$ cat config.mk
export PLATFORM = sky130hd
export DESIGN_NAME = cp0_regfile
export DESIGN_NICKNAME = d
export VERILOG_FILES = /design/src/rtl/cp0_pkg.sv /design/src/rtl/cp0_regfile_irq_sync.sv /design/src/rtl/cp0_regfile.sv
export SDC_FILE = /design/constraint.sdc
export NUM_CORES = 1
export LEC_CHECK = 0
export CORE_MARGIN = 5
export CORE_UTILIZATION = 39
export DETAILED_ROUTE_END_ITERATION = 8
export PLACE_DENSITY = 0.73
export SYNTH_ARGS = -nofsm -noshare
export SYNTH_HDL_FRONTEND = slang
export SYNTH_HIERARCHICAL = 1
export SYNTH_SLANG_ARGS = --single-unit
$ cat constraint.sdc
create_clock -name Clk -period 1.9 [get_ports Clk]
set_clock_uncertainty 0.1 [all_clocks]
set_input_delay 0.475 -clock Clk [delete_from_list [all_inputs] [get_ports Clk]]
set_output_delay 0.475 -clock Clk [all_outputs]
set_load 0.05 [all_outputs]
$ cat src/rtl/cp0_pkg.sv
// Shared coprocessor-0 definitions: register numbers, exception codes and
// the encodings of the PC-select and mfc0 read-select fields.
package cp0_pkg;

  localparam logic [4:0] CP0_STATUS = 5'd12;
  localparam logic [4:0] CP0_CAUSE  = 5'd13;
  localparam logic [4:0] CP0_EPC    = 5'd14;

  localparam logic [31:0] EXC_BASE_DEF   = 32'h0000_0008;
  localparam logic [31:0] STATUS_RST_DEF = 32'h0000_000F;
  localparam int          CNT_W_DEF      = 8;

  typedef enum logic [1:0] {
    EXC_INT = 2'b00,
    EXC_SYS = 2'b01,
    EXC_UNI = 2'b10,
    EXC_OVR = 2'b11
  } exc_code_e;

  typedef enum logic [1:0] {
    SELPC_SEQ = 2'b00,
    SELPC_EPC = 2'b01,
    SELPC_EXC = 2'b10
  } selpc_e;

  typedef enum logic [1:0] {
    MFC0_WB  = 2'b00,
    MFC0_STA = 2'b01,
    MFC0_CAU = 2'b10,
    MFC0_EPC = 2'b11
  } mfc0_e;

  // Interrupts and syscalls resume after the instruction; faults retry it.
  function automatic logic resumes_after(input exc_code_e code);
    return (code == EXC_INT) || (code == EXC_SYS);
  endfunction

endpackage

$ cat src/rtl/cp0_regfile_irq_sync.sv
// Interrupt front end: two-flop synchroniser on the raw device level, rising
// edge detect on the synchronised level, and a pending latch cleared by inta.
module irq_sync
  import cp0_pkg::*;
(
  input  logic Clk,
  input  logic Reset,
  input  logic irq_in,
  input  logic inta,
  output logic intr
);

  logic sync1;
  logic sync2;
  logic sync_prev;
  logic pending;
  logic rise;

  assign rise = sync2 & ~sync_prev;

  // NOTE: sequential state uses non-blocking assignments so every flop
  // samples the pre-edge value of its neighbours, which is what makes the
  // synchroniser chain shift by exactly one stage per clock.
  always_ff @(posedge Clk) begin
    if (Reset) begin
      sync1     <= 1'b0;
      sync2     <= 1'b0;
      sync_prev <= 1'b0;
      pending   <= 1'b0;
    end else begin
      sync1     <= irq_in;
      sync2     <= sync1;
      sync_prev <= sync2;
      // A fresh edge beats a simultaneous acknowledge so it is never lost.
      if (rise)
        pending <= 1'b1;
      else if (inta)
        pending <= 1'b0;
    end
  end

  assign intr = pending;

endmodule

$ cat src/rtl/cp0_regfile.sv
// Coprocessor-0 register file: Status/Cause/EPC, exception counter,
// next-PC select and the mfc0 writeback mux for the single-cycle core.
module cp0_regfile
  import cp0_pkg::*;
#(
  parameter logic [31:0] EXC_BASE   = EXC_BASE_DEF,
  parameter logic [31:0] STATUS_RST = STATUS_RST_DEF,
  parameter int          CNT_W      = CNT_W_DEF
) (
  input  logic             Clk,
  input  logic             Reset,
  input  logic             irq_in,
  output logic             intr,
  input  logic             inta,
  input  logic             exc,
  input  logic             wsta,
  input  logic             wcau,
  input  logic             wepc,
  input  logic             mtc0,
  input  logic [1:0]       mfc0,
  input  logic [1:0]       selpc,
  input  logic [31:0]      cause_in,
  input  logic [31:0]      wdata,
  input  logic [31:0]      pc,
  input  logic [31:0]      pc_next,
  input  logic [31:0]      wb_in,
  output logic [31:0]      c0_rdata,
  output logic [31:0]      npc,
  output logic [31:0]      sta,
  output logic [CNT_W-1:0] exc_count
);

  logic [31:0] status;
  logic [31:0] cause;
  logic [31:0] epc;
  logic        eret;
  exc_code_e   exc_code;

  // mtc0 is already decoded into wsta/wcau/wepc by the control unit.
  logic unused_mtc0;
  assign unused_mtc0 = mtc0;

  assign eret     = wsta && (selpc == SELPC_EPC);
  assign exc_code = exc_code_e'(cause_in[3:2]);

  always_ff @(posedge Clk) begin
    if (Reset) begin
      status    <= STATUS_RST;
      cause     <= '0;
      epc       <= '0;
      exc_count <= '0;
    end else begin
      // Status acts as a 4-bit mask stack: exc pushes, eret pops.
      if (exc)
        status <= {status[27:0], 4'h0};
      else if (eret)
        status <= {4'h0, status[31:4]};
      else if (wsta)
        status <= wdata;

      if (exc)
        cause <= cause_in;
      else if (wcau)
        cause <= wdata;

      if (exc)
        epc <= resumes_after(exc_code) ? pc_next : pc;
      else if (wepc)
        epc <= wdata;

      if (exc && (exc_count != '1))
        exc_count <= exc_count + 1'b1;
    end
  end

  // NOTE: every output of a combinational block gets a default before the
  // case so no path leaves it unassigned and no latch is inferred.
  always_comb begin
    npc = pc_next;
    case (selpc)
      SELPC_SEQ: npc = pc_next;
      SELPC_EPC: npc = epc;
      default:   npc = EXC_BASE;
    endcase
  end

  always_comb begin
    c0_rdata = wb_in;
    case (mfc0)
      MFC0_WB:  c0_rdata = wb_in;
      MFC0_STA: c0_rdata = status;
      MFC0_CAU: c0_rdata = cause;
      MFC0_EPC: c0_rdata = epc;
      default:  c0_rdata = wb_in;
    endcase
  end

  assign sta = status;

  irq_sync u_irq_sync (
    .Clk    (Clk),
    .Reset  (Reset),
    .irq_in (irq_in),
    .inta   (inta),
    .intr   (intr)
  );

endmodule
---- Word-level counts from Yosys, hierarchy flattened ----
Cells that the tools add are included.
cells by class
  add/subtract/negate cells ............... 1
  mux-type cells .......................... 12
  reduce and logical (&&, ||, !) cells .... 10
  equal/unequal tests ..................... 6
  bitwise logic cells ..................... 2
operators with widths
  operator                                                               count
  32-bit two-way mux                                                     8
  32-bit one-hot mux with 4 select lines                                 1
  32-bit one-hot mux with 2 select lines                                 1
  8-bit by 1-bit adder with 8-bit output, second input constant          1
  8-bit inequality test, second input constant                           1
  2-bit by 1-bit equality test with 1-bit output, second input constant  3
  2-bit zero test                                                        3
  2-bit nonzero test                                                     3
  2-bit equality test, second input constant                             2
  3-bit nonzero test                                                     1
  1-bit logical AND                                                      2
  1-bit two-way mux                                                      2
  1-bit AND                                                              1
  1-bit logical OR                                                       1
  1-bit inverter                                                         1
word-level totals
  input bits .............................. 173
  output and inout bits ................... 105
  register bits after elaboration ......... 108

---- Logic depth before layout (Yosys ltp) ----
  depth after elaboration ................. 4
  gate-level depth with buffers ........... 5

---- By module ----
Netlist, hierarchy kept.
by module, submodules not included
  module       instances  cells an instance  sequential area each (µm²)  area each (µm²)
  cp0_regfile  1          691                2,082.0                     6,949.2
  irq_sync     1          10                 80.1                        130.1

---- Worst setup path after synthesis ----
No wires, ideal clock.
  kind .................................... input -> output
  start point ............................. in selpc[0]
  end point ............................... out npc[0]
  data arrival time ....................... 1.580 ns
  cell stages on the path ................. 4
  path buffers ............................ 2
  slack ................................... -0.255 ns
  data required time ...................... 1.325 ns
  cells stage by stage .................... buf_2 -> buf_4 -> mux2i_1 -> nor2_1
on the way
  cells in the longest elaborated chain, start to end .. 2
  elaborated cells on any way between the ends .. 3
  those cells by class .................... eq/ne (1); mux (1); reduce/logical (1)
ends and longest elaborated chain
  item                                                                               RTL line           RTL
  from (decl)                                                                        cp0_regfile.sv:21  input logic [1:0] selpc,
  2-bit by 1-bit equality test with 1-bit output or 2-bit zero test (tied branches)  cp0_regfile.sv:80  case (selpc)
  32-bit one-hot mux with 2 select lines (*)                                         cp0_regfile.sv:80
  to (decl)                                                                          cp0_regfile.sv:28  output logic [31:0] npc,
Mark *: on every way between the ends. The rest lies on a longest branch, timed or not.

---- Worst setup path after layout ----
  start point ............................. in mfc0[1]
  end point ............................... out c0_rdata[21]
on the way
  cells in the longest elaborated chain, start to end .. 2
  elaborated cells on any way between the ends .. 5
  those cells by class .................... eq/ne (3); mux (1); reduce/logical (1)
ends and longest elaborated chain
  item                                               RTL line           RTL
  from (decl)                                        cp0_regfile.sv:20  input logic [1:0] mfc0,
  2-bit equality test, or another cell as far along  cp0_regfile.sv:89  case (mfc0)
  32-bit one-hot mux with 4 select lines (*)         cp0_regfile.sv:89
  to (decl)                                          cp0_regfile.sv:27  output logic [31:0] c0_rdata,
Marks and branches as above.

==> flow_summary.yaml <==
placed_design:
  port_buffers: 276
  gp_congestion: 0.833
  dpl.hpwl_microns: 18400
  dpl_cell_area_sq_mm: 0.0110
sta:
  post-route-period-util_pct: 107
  slew_headroom_pct: 77.3
  min_period_ns: 2.02
  hold_viol_final: 0
  tightest_slew_ns: 0.340
  whs_ns: 0.347
  slew_viol_final: 0
  rsz0062_at_grt: "yes"
  fmax_mhz: 494
  fin_ws_ns: -0.124
  finalSetupViolCount: 32
  fin_setup_tns_ns: -3.01
final_layout:
  n_fill_cell: 1417
  area_delta_synth_final_pct: 66.4
  fin_nets: 1156
  postLayoutCoreUtil_pct: 65.8
  fin_area_sq_mm: 0.0118
  layout-drive-gt1-share_pct: 31.1
pwr:
  ir_drop_mv: 0.402
  finalPower_w: 0.00743
  leakage_nw: 5.01
  internal-power_w: 0.00496
  p_switching_w: 0.00246
  p_per_area_mw_per_mm2: 630
  clockPowerShare_pct: 26.3
  combPwrFrac_pct: 39.6
  power_frac_seq_pct: 34.0
  switching_share_pct: 33.2
floorplan:
  start_util_pct: 39.5
  io_pins: 278
  die-area_sq_mm: 0.0209
  die_h_microns: 145
  row_count: 49
  die_w_microns: 145
  coreArea_sq_mm: 0.0179
synth:
  synth_warnings: 6
  synth_flop_cell: "dfxtp_1"
  synthCells: 701
  ys_seq_area_share_pct: 30.5
  synth_seq_cells: 108
  synth-edff-count: 0
  synth.distinct_cells: 41
  async_flop_share_pct: 0
  synth_area_sq_mm: 0.00708
  avgSynthCellArea_sq_um: 10.1
  syn_nets: 875
drt:
  drc: 0
  wl_met2_microns: 12700
  dr.pass1.iters: 4
  met3_length_microns: 2050
  vias: 6818
  ant_nets: 0
  wirelength_met1_microns: 10500
  routed_via_density: 5.60
  wl_microns: 25900
  routedWlPerCell_microns: 21.3
  highest_layer: "met4"
  drt_iter0_markers: 376
worst_setup_path:
  critPathCaptureType: "output port"
  crit_path_start_kind: "input pin"
  ff2ff_path_depth: 4
  crit_type: "in -> out"
  rrSetupSlack_ns: 0.30
  cp_data_required_time_ns: 1.32
  timing.rr.end: "exc_count[0]"
  path_max_fanout: 8
  cp_data_arrival_time_ns: 1.45
  worstReg2RegStart: "exc_count[0]"
clocking:
  clockRootBuffer: "clkbuf_16"
  worstSkewPairLatency_ns: 0.35
  cts_tree: "yes"
  clock_sinks: 108
  clk_pin_slew_ns: 0.07
  cts_buffer_depth: 2
  cts_max_level: 3
  numCtsBuffers: 9
status:
  status: "finished, violations left"
  violations: "negative setup slack"
global_route:
  grt_use_total_pct: 23.6
  grt_overflow: 0
  grt_start_max_net_pins: 65
  antenna_found_initial: 1
  grt_pass1_wl_microns: 38800
  grt_pass1_vias: 6951
worst_hold_path:
  hold_end: "u_irq_sync/sync2"
  whs_path_depth: 1
  min_path_type: "reg -> reg"
  holdCritStartpoint: "u_irq_sync/sync1"
flow_run:
  maxCapViolCount: 0
==> critical path, stage by stage <==
cell and delay [ns]:
buf_12 0.11, buf_12 0.15, mux4_2 0.54, buf_8 0.17
==> worst max-delay path by stage <==
stage              from           end  slack (ns)  cells after the start
2_1_floorplan  selpc[0]       npc[24]       -0.06                      3
3_3_place_gp    mfc0[1]   c0_rdata[1]       -0.29                      5
3_5_place_dp    mfc0[1]   c0_rdata[1]       -0.29                      5
4_1_cts         mfc0[1]  c0_rdata[13]       -0.14                      4
5_1_grt         mfc0[1]  c0_rdata[22]       -0.16                      4
6_report        mfc0[1]  c0_rdata[21]       -0.12                      4
==> stage by stage <==
stage / setup WS [ns] / std cells
floorplan: -0.0631 / 701
global placement: -0.295 / 1193
detailed placement: -0.293 / 1193
CTS: -0.138 / 1212
global route: -0.156 / 1217
finish: -0.124 / 1217
==> power by group through the flow <==
| stage | combinational [W] | clock (W) | sequential (W) |
|---|---|---|---|
| 6_report | 0.00294 | 0.00196 | 0.00253 |
| 5_1_grt | 0.00309 | 0.00208 | 0.00254 |
| 4_1_cts | 0.00292 | 0.00201 | 0.00252 |
| 3_5_place_dp | 0.00277 | 0 | 0.00257 |
| 3_3_place_gp | 0.00274 | 0 | 0.00257 |
| 2_1_floorplan | 0.00134 | 0 | 0.00274 |
==> Yosys cell counts (19+ instances only) <==
cell type    n  area (sq um)
buf_4       22           165
a211oi_1    78           586
and3b_1     28           245
o32ai_2     19           309
buf_2       22           110
nand2_1     29           109
dfxtp_1    108          2160
mux4_2      32           721
clkbuf_1    20          75.1
mux2_1      33           372
nor2b_1     40           250
nor2_1      92           345
mux2i_1     96           961
==> cell type report <==
class | count | area [sq um] | area share, %
well taps | 229 | 287 | 2.43
clock buffers | 13 | 260 | 2.21
repair buffers | 344 | 4390 | 37.3
diodes | 1 | 2.50 | 0.0212
inverters | 3 | 11.3 | 0.0956
multi-input cells | 516 | 4610 | 39.2
clock inverters | 3 | 45.0 | 0.382
flip-flops and latches | 108 | 2160 | 18.4
==> flip-flops by register name, summed over array words and instances (netlist names) <==
name                  count
exc_count                 8
u_irq_sync/sync2          1
cause                    32
u_irq_sync/sync1          1
u_irq_sync/intr           1
sta                      32
u_irq_sync/sync_prev      1
epc                      32
==> what timing repair did <==
| item | in CTS | in global routing |
|---|---|---|
| setup endpoints to repair | 45 | 54 |
| pin swaps | 12 | 19 |
| setup buffers | 1 | 1 |
| endpoints found under the hold margin | 0 | 0 |
| hold buffers | 0 | 0 |
| cloned | 2 | 3 |
| resized for setup | 128 | 29 |
==> logic make-up after synthesis <==
logic type,count (synthesis),synth area share (%)
mux,161,29.0
buf+inv,77,5.96
simple gates,216,15.9
flops,108,30.5
compound gates,138,18.4
fa+ha+maj,1,0.177
==> per-layer routing <==
| layer | global-route usage [%] | up-vias |
|---|---|---|
| met5 | 0 | - |
| met4 | 7.56 | 0 |
| met2 | 40.3 | 255 |
| li1 | - | 3209 |
| met1 | 29.9 | 3317 |
| met3 | 5.06 | 37 |
==> cells in the final DEF (no fill, tap or decap), types with 4 or more instances in the layout <==
master,instances
buf_12,85
and2_1,4
and3b_1,28
a211oi_2,18
nor2_1,61
a211oi_1,78
dfxtp_1,107
mux2_1,33
clkbuf_16,12
nor2_2,30
o31ai_1,4
clkdlybuf4s50_1,98
dlymetal6s2s_1,19
nand2_1,29
dlygate4sd2_1,45
mux4_2,32
o32ai_2,19
a221oi_1,4
buf_8,34
o32ai_1,5
buf_4,52
nor2b_1,40
nor3_1,7
mux2i_1,91
(Power assumes the default switching activity.)
